$ cat src/rtl/mem_bus_arbiter.sv
// Two-requester arbiter for a single SRAM-like bus. The fetch port (I) and
// the MEM-stage data port (D) share one bus with a single outstanding
// transaction. D normally wins; I is forced through after STARVE_LIMIT
// consecutive D grants. A flush cancels the response of an in-flight fetch.
module mem_bus_arbiter #(
   parameter int STARVE_LIMIT = 4
) (
   input  logic        clk,
   input  logic        rst,
   input  logic        i_if_valid,
   output logic        o_if_ready,
   input  logic [31:0] i_if_addr,
   output logic        o_if_resp_valid,
   output logic [31:0] o_if_rdata,
   input  logic        i_if_cancel,
   input  logic        i_mem_valid,
   output logic        o_mem_ready,
   input  logic        i_mem_we,
   input  logic [3:0]  i_mem_wstrb,
   input  logic [31:0] i_mem_addr,
   input  logic [31:0] i_mem_wdata,
   output logic        o_mem_resp_valid,
   output logic [31:0] o_mem_rdata,
   output logic        o_bus_req,
   output logic        o_bus_wr,
   output logic [3:0]  o_bus_wstrb,
   output logic [31:0] o_bus_addr,
   output logic [31:0] o_bus_wdata,
   input  logic        i_bus_addr_ok,
   input  logic        i_bus_data_ok,
   input  logic [31:0] i_bus_rdata
);

   typedef enum logic [1:0] {IDLE = 2'd0, REQ = 2'd1, WAIT = 2'd2} state_t;

   typedef struct packed {
      logic [31:0] addr;
      logic        wr;
      logic [3:0]  wstrb;
      logic [31:0] wdata;
   } bus_cmd_t;

   localparam logic OWN_D = 1'b0;
   localparam logic OWN_I = 1'b1;

   state_t      state, state_nxt;
   bus_cmd_t    cmd_q;
   logic        owner_q;
   logic [3:0]  starve_cnt;
   logic        cancel_flag;
   logic [31:0] if_rdata_q, mem_rdata_q;

   logic if_req, forced_i, in_idle, grant_d, grant_i, done, if_resp, mem_resp;

   // Grant and completion decode. A cancelled fetch is never a candidate,
   // and readys are held low while reset is asserted so nothing is lost.
   always_comb begin
      if_req   = i_if_valid & ~i_if_cancel;
      forced_i = if_req & (starve_cnt >= 4'(STARVE_LIMIT));
      in_idle  = (state == IDLE) & rst;
      grant_d  = in_idle & i_mem_valid & ~forced_i;
      grant_i  = in_idle & if_req & (~i_mem_valid | forced_i);
      done     = i_bus_data_ok & (((state == REQ) & i_bus_addr_ok) | (state == WAIT));
      mem_resp = done & (owner_q == OWN_D);
      // A flush arriving in the data_ok cycle itself also drops the fetch.
      if_resp  = done & (owner_q == OWN_I) & ~cancel_flag & ~i_if_cancel;
   end

   // State register.
   always_ff @(posedge clk or negedge rst) begin
      if (!rst) state <= IDLE;
      else      state <= state_nxt;
   end

   // Next-state logic: addr_ok+data_ok together in REQ skips WAIT.
   always_comb begin
      state_nxt = state;
      case (state)
         IDLE:    if (grant_d | grant_i) state_nxt = REQ;
         REQ:     if (i_bus_addr_ok) state_nxt = i_bus_data_ok ? IDLE : WAIT;
         WAIT:    if (i_bus_data_ok) state_nxt = IDLE;
         default: state_nxt = IDLE;
      endcase
   end

   // Outputs: bus command straight from registers, responses combinational.
   always_comb begin
      o_bus_req        = (state == REQ);
      o_bus_wr         = cmd_q.wr;
      o_bus_wstrb      = cmd_q.wstrb;
      o_bus_addr       = cmd_q.addr;
      o_bus_wdata      = cmd_q.wdata;
      o_mem_ready      = grant_d;
      o_if_ready       = grant_i;
      o_mem_resp_valid = mem_resp;
      o_if_resp_valid  = if_resp;
      o_mem_rdata      = mem_resp ? i_bus_rdata : mem_rdata_q;
      o_if_rdata       = if_resp  ? i_bus_rdata : if_rdata_q;
   end

   // Command latch, owner, starvation counter, cancel flag, held read data.
   always_ff @(posedge clk or negedge rst) begin
      if (!rst) begin
         cmd_q       <= '0;
         owner_q     <= OWN_D;
         starve_cnt  <= '0;
         cancel_flag <= 1'b0;
         if_rdata_q  <= '0;
         mem_rdata_q <= '0;
      end else begin
         if (grant_d) begin
            cmd_q   <= '{addr: i_mem_addr, wr: i_mem_we, wstrb: i_mem_wstrb, wdata: i_mem_wdata};
            owner_q <= OWN_D;
         end else if (grant_i) begin
            cmd_q   <= '{addr: i_if_addr, wr: 1'b0, wstrb: 4'h0, wdata: 32'h0};
            owner_q <= OWN_I;
         end

         if (grant_d && if_req) begin
            if (starve_cnt != 4'hF) starve_cnt <= starve_cnt + 4'd1;
         end else if (grant_i || (state == IDLE && !i_if_valid)) begin
            starve_cnt <= '0;
         end

         if (state_nxt == IDLE)
            cancel_flag <= 1'b0;
         else if (state != IDLE && owner_q == OWN_I && i_if_cancel)
            cancel_flag <= 1'b1;

         if (mem_resp) mem_rdata_q <= i_bus_rdata;
         if (if_resp)  if_rdata_q  <= i_bus_rdata;
      end
   end

endmodule

$ cat config.mk
export PLATFORM = sky130hd
export DESIGN_NAME = mem_bus_arbiter
export DESIGN_NICKNAME = d
export VERILOG_FILES = /design/src/rtl/mem_bus_arbiter.sv
export SDC_FILE = /design/constraint.sdc
export NUM_CORES = 1
export LEC_CHECK = 0
export ABC_AREA = 1
export CAP_MARGIN = 20
export CORE_MARGIN = 3
export CORE_UTILIZATION = 42
export CTS_BUF_LIST = sky130_fd_sc_hd__clkbuf_4
export CTS_CLUSTER_DIAMETER = 30
export DETAILED_ROUTE_END_ITERATION = 12
export MAX_ROUTING_LAYER = met4
export PLACE_DENSITY = 0.94
export REMOVE_ABC_BUFFERS = 1
export SLEW_MARGIN = 20
export SYNTH_ARGS = -nofsm -noshare
export SYNTH_HDL_FRONTEND = slang
export SYNTH_SLANG_ARGS = --single-unit
$ cat constraint.sdc
create_clock -name clk -period 1.5 [get_ports clk]
set_input_delay 0.225 -clock clk [delete_from_list [all_inputs] [get_ports clk]]
set_output_delay 0.225 -clock clk [all_outputs]
set_load 0.05 [all_outputs]
==> reports/metrics.json, run 1 <==
{
  "run_status": {"value": "did not finish"},
  "lastStage": {"value": "global routing (5_1_grt)"},
  "flow.first_error": {"value": "[ERROR GRT-0232] Routing congestion too high. Check the congestion heatmap in the GUI."},
  "repair-timing-grt-worst-ep": {"value": "o_mem_rdata[26]"},
  "die-height": {"value": 122.6, "unit": "um"},
  "io_pins": {"value": 278},
  "detailed_place_hpwl": {"value": 16.51, "unit": "mm"},
  "gp_congestion": {"value": 0.8064},
  "global_route.overflow_total": {"value": 348},
  "synth_area_leaders": {"value": "sky130_fd_sc_hd__dfrtp_1 (62%), sky130_fd_sc_hd__nand2_1 (15%), sky130_fd_sc_hd__nand3_1 (8.9%), sky130_fd_sc_hd__o21ai_0 (5.7%), sky130_fd_sc_hd__inv_1 (3.2%)"},
  "initial_utilization": {"value": 0.4401},
  "clock_sinks": {"value": 141},
  "synth_area_per_cell": {"value": 8.995, "unit": "sq um"},
  "cts_htree_levels": {"value": 4},
  "core.rowCount": {"value": 41},
  "type_of_the_worst_endpoint_after_the_last_repair": {"value": "output port"},
  "synthDominantCellAreaShare": {"value": 0.6177},
  "seq_total_area_yosys": {"value": 0.6177},
  "netlist_instances": {"value": 635},
  "placedInstanceArea": {"value": 9936, "unit": "sq um"},
  "place.port_buffers": {"value": 277},
  "tritoncts.num_buffers": {"value": 17},
  "synth_area_leader_cell": {"value": "sky130_fd_sc_hd__dfrtp_1"},
  "grt_max_degree": {"value": 142},
  "synth_cell_type_count": {"value": 23},
  "die_x": {"value": 122.6, "unit": "um"},
  "ys_warn_count": {"value": 0},
  "dpl_ws": {"value": -0.6806, "unit": "ns"},
  "cts_root_buffer": {"value": "sky130_fd_sc_hd__clkbuf_4"},
  "grtUsageTotal": {"value": 0.8388},
  "ctsLongestPathBuffers": {"value": 2},
  "synth_area": {"value": 5712, "unit": "sq um"},
  "numPlacedInstances": {"value": 1137},
  "register_bit_total_from_synthesis": {"value": 141}
}
## Yosys cell counts (all sizes together)
cell type	n
nand3	102
clkbuf	9
nand2	224
nand4	1
a31o	1
nor2	8
dfrtp	141
ha	1
o22ai	1
nor3	1
buf	28
or2	1
o21ai	67
inv	50
## what timing repair did
action,4_1_cts
setup endpoints to repair,180
pin swaps,24
cloned,12
setup buffers,31
gates resized for setup,249
hold endpoints to repair,141
hold buffers,1
## stage by stage
step | util | hold WS, ns
CTS | 0.8811 | 0.1246
floorplan | - | -0.07059
global placement | 0.7655 | 0.4313
detailed placement | 0.7655 | 0.4279
## routing by layer
metal | global-route usage | GRT overflow
met1 | 0.7640 | 0
met3 | 0.6751 | 0
met5 | - | -
met2 | 1.003 | 215
met4 | 0.9258 | 133
## logic make-up after synthesis
| family | after synthesis | synth area share |
|---|---|---|
| adder cells (fa/ha/maj) | 1 | 0.002190 |
| AO/OA/AOI/OAI | 69 | 0.06397 |
| flip-flops | 141 | 0.6177 |
| buffers and inverters | 87 | 0.06594 |
| AND/OR/NAND/NOR | 337 | 0.2502 |
==> inputs of run 2 (changes only) <==
- CORE_UTILIZATION: 42 -> 35
- CTS_BUF_LIST: sky130_fd_sc_hd__clkbuf_4 -> unset
- CTS_CLUSTER_DIAMETER: 30 -> unset
- MAX_ROUTING_LAYER: met4 -> unset
- PLACE_DENSITY: 0.94 -> unset
- PLACE_DENSITY_LB_ADDON: unset -> 0.15
==> reports/metrics.json, run 2 <==
{
  "synth_top_family_by_area": {"value": "simple AND/OR/NAND/NOR gates"},
  "max_freq": {"value": 451.8, "unit": "MHz"},
  "arrival": {"value": 1.99, "unit": "ns"},
  "design.core.area": {"value": 15940, "unit": "sq um"},
  "critical_path.slowest_cell": {"value": "sky130_fd_sc_hd__dfrtp_1"},
  "grt_antenna_before_repair": {"value": 0},
  "clock_sinks": {"value": 141},
  "synthDominantCellAreaShare": {"value": 0.6177},
  "crit-reg2reg-capture": {"value": "o_bus_wdata[31]"},
  "setup_slack": {"value": -0.7136, "unit": "ns"},
  "final_cell_count_no_fill": {"value": 1226},
  "peakVddDrop": {"value": 1.768, "unit": "mV"},
  "drt_drc_violations_left": {"value": 0},
  "worst_pin_slew": {"value": 0.7455, "unit": "ns"},
  "synth_area_leaders": {"value": "sky130_fd_sc_hd__dfrtp_1 (62%), sky130_fd_sc_hd__nand2_1 (15%), sky130_fd_sc_hd__nand3_1 (8.9%), sky130_fd_sc_hd__o21ai_0 (5.7%), sky130_fd_sc_hd__inv_1 (3.2%)"},
  "final.setup_skew": {"value": 0.008355, "unit": "ns"},
  "powerDensity": {"value": 2120, "unit": "nW/um^2"},
  "grt_max_degree": {"value": 142},
  "routed_wirelength": {"value": 22.64, "unit": "mm"},
  "crit_path_frequent_cell": {"value": "sky130_fd_sc_hd__buf_12"},
  "regToRegStartpoint": {"value": "state[1]"},
  "grt_pass1_wl": {"value": 30.44, "unit": "mm"},
  "timing.critical_path.cells": {"value": "inv_2 > nand3_2 > nand2_4 > nand3_4 > buf_12 > buf_12 > o21ai_1 > buf_4 > buf_12"},
  "grtUsageTotal": {"value": 0.2133},
  "area_delta_synth_final": {"value": 102.7, "unit": "%"},
  "area_enclosed_by_the_die_boundary": {"value": 17890, "unit": "sq um"},
  "synth_async_sr_flop_share": {"value": 1.000},
  "vias": {"value": 5875},
  "place.port_buffers": {"value": 277},
  "crit_path_end_kind": {"value": "output port"},
  "drt_first_pass_iters": {"value": 4},
  "cpPeakStageDelay": {"value": 0.42, "unit": "ns"},
  "synth_cell_type_count": {"value": 23},
  "run_status": {"value": "finished with violations"},
  "synth_simple_gate_area_frac": {"value": 0.2502},
  "final_common_cell": {"value": "sky130_fd_sc_hd__nand2_1"},
  "io_pins": {"value": 278},
  "synth_area": {"value": 5712, "unit": "sq um"},
  "final_util": {"value": 0.7262},
  "worst_ep_required_time": {"value": 1.27, "unit": "ns"},
  "ys_warn_count": {"value": 0},
  "dpl_ws": {"value": -0.6092, "unit": "ns"},
  "synth_area_per_cell": {"value": 8.995, "unit": "sq um"},
  "drv.max_cap_violation_count": {"value": 0},
  "failed_checks": {"value": "negative setup slack"},
  "initial_utilization": {"value": 0.3583},
  "leakage": {"value": 5.614, "unit": "nW"},
  "rsz0062_at_grt": {"value": "true"},
  "timing.final.setup_violations": {"value": 153},
  "netlist_instances": {"value": 635},
  "viasPerCell": {"value": 4.792},
  "gp_congestion": {"value": 0.7786},
  "finalCritPeriodShare": {"value": 1.476},
  "cts_tree": {"value": "built"},
  "numPlacedInstances": {"value": 1177},
  "main_flop_type_after_synthesis": {"value": "sky130_fd_sc_hd__dfrtp_1"},
  "synth_xor_area_frac": {"value": 0},
  "register_bit_total_from_synthesis": {"value": 141},
  "global_route.overflow_total": {"value": 0},
  "synth_enable_flop_cells": {"value": 0},
  "die-height": {"value": 133.7, "unit": "um"},
  "drive_above_1_share": {"value": 0.3733},
  "hold_class": {"value": "primary input to register"},
  "seq_total_area_yosys": {"value": 0.6177},
  "synth_area_leader_cell": {"value": "sky130_fd_sc_hd__dfrtp_1"},
  "detailed_place_hpwl": {"value": 13.49, "unit": "mm"},
  "ctsLongestPathBuffers": {"value": 2},
  "cts_htree_levels": {"value": 4},
  "detail_route.wl_per_cell": {"value": 18.47, "unit": "um"},
  "min_delay_worst_endpoint": {"value": "o_bus_wdata[4]"},
  "number_of_global_route_vias_before_repair": {"value": 5812},
  "synth_adder_area_share": {"value": 0.002191},
  "setup.worst_path.start_class": {"value": "register"},
  "timing.reg2reg.worst_path_depth": {"value": 10},
  "slew_headroom": {"value": 0.5030},
  "compound_gate_portion_of_the_synthesized_area": {"value": 0.06396},
  "synth.most_common_cell": {"value": "sky130_fd_sc_hd__nand2_1"},
  "tritoncts.num_buffers": {"value": 17},
  "dr.first_iter.drc_count": {"value": 289},
  "num-nets-final": {"value": 1139},
  "synth_common_cells": {"value": "sky130_fd_sc_hd__nand2_1 (222), sky130_fd_sc_hd__dfrtp_1 (141), sky130_fd_sc_hd__nand3_1 (102)"},
  "ff2ff_setup_slack": {"value": -0.21, "unit": "ns"},
  "final_antenna_net_count": {"value": 0},
  "report.final.hold_viol_count": {"value": 0},
  "clkTransAtPathRegs": {"value": 0.06, "unit": "ns"},
  "beginning_of_the_worst_hold_path": {"value": "i_mem_wdata[4]"},
  "whs_path_depth": {"value": 3},
  "layout.cells.most_common_list": {"value": "sky130_fd_sc_hd__nand2_1 (185), sky130_fd_sc_hd__dfrtp_1 (141), sky130_fd_sc_hd__clkdlybuf4s50_1 (138)"},
  "worstPathMaxFanout": {"value": 10},
  "yosys-mux-area-fraction": {"value": 0},
  "core.rowCount": {"value": 46},
  "clkLatencyLatePin": {"value": 0.42, "unit": "ns"},
  "path_class": {"value": "register to output port"},
  "cts_root_buffer": {"value": "sky130_fd_sc_hd__clkbuf_16"},
  "insertedDiodeCount": {"value": 0},
  "finalMaxSlewViolations": {"value": 0},
  "die_x": {"value": 133.7, "unit": "um"},
  "final_period_minus_worst_setup_slack": {"value": 2.214, "unit": "ns"}
}
-- run 2: per-layer routing --
layer,part of all wire,GRT usage
met1,0.38,0.2656
met4,0.018,0.06171
met2,0.50,0.3273
met5,0,0
met3,0.11,0.1084
-- run 2: how the worst max path moves through the flow --
stage | from | depth (start not counted) | end | slack (ns)
after floorplan | state[1] | 5 | if_rdata_q[0] | -1.88
after global routing | state[1] | 9 | o_if_rdata[28] | -0.83
after CTS | state[1] | 7 | o_mem_rdata[14] | -0.65
after detailed placement | i_if_cancel | 7 | o_if_rdata[13] | -0.61
after global placement | i_if_cancel | 7 | o_if_rdata[7] | -0.51
final | state[1] | 9 | o_mem_rdata[25] | -0.71
-- run 2: area by class of cell --
| cell class | instances | area [sq um] |
|---|---|---|
| clock buffer | 19 | 442.9 |
| clock inverter | 12 | 146.4 |
| fill | 1090 | 4365 |
| inverter | 50 | 192.7 |
| multi-input combinational | 408 | 2374 |
| sequential | 141 | 3528 |
| tap | 216 | 270.3 |
| timing repair buffer | 380 | 4623 |
-- run 2: repair_timing --
item,in CTS,in global routing
gates cloned,0,18
setup endpoints to repair,104,201
hold endpoints to repair,135,0
buffers inserted,12,6
pin swaps,7,8
hold buffers,1,0
resized for setup,75,149
-- run 2: cell families after synthesis --
family | after synthesis
AND/OR/NAND/NOR | 337
flip-flops | 141
buffers and inverters | 87
AO/OA/AOI/OAI | 69
adder cells (fa/ha/maj) | 1
-- run 2: stage by stage --
stage / total power, mW / hold slack (ns) / cell area, sq um / TNS (ns)
2_1_floorplan: 11.98 / -0.07059 / 5523 / -301.50
3_3_place_gp: 18.99 / 0.4279 / 9961 / -63.94
3_5_place_dp: 19.18 / 0.4354 / 9961 / -74.06
4_1_cts: 23.77 / 0.3195 / 10740 / -39.92
5_1_grt: 25.50 / 0.3408 / 11580 / -63.53
6_report: 24.54 / 0.3402 / 11580 / -51.15
-- run 2: worst max-delay path, delay by kind of cell, from the launching register on --
kind / cells / cell delay, ns
flip-flops: 1 / 0.42
AND/OR/NAND/NOR: 3 / 0.30
buffers and inverters: 5 / 0.70
AO/OA/AOI/OAI: 1 / 0.15
-- run 2: power by group --
| group | switching [mW] | internal [mW] | total (mW) |
|---|---|---|---|
| Sequential | 0.662 | 5.14 | 5.80 |
| Clock | 1.63 | 2.63 | 4.26 |
| Combinational | 8.18 | 6.30 | 14.5 |
No activity file was read; power rests on OpenSTA's default activity.
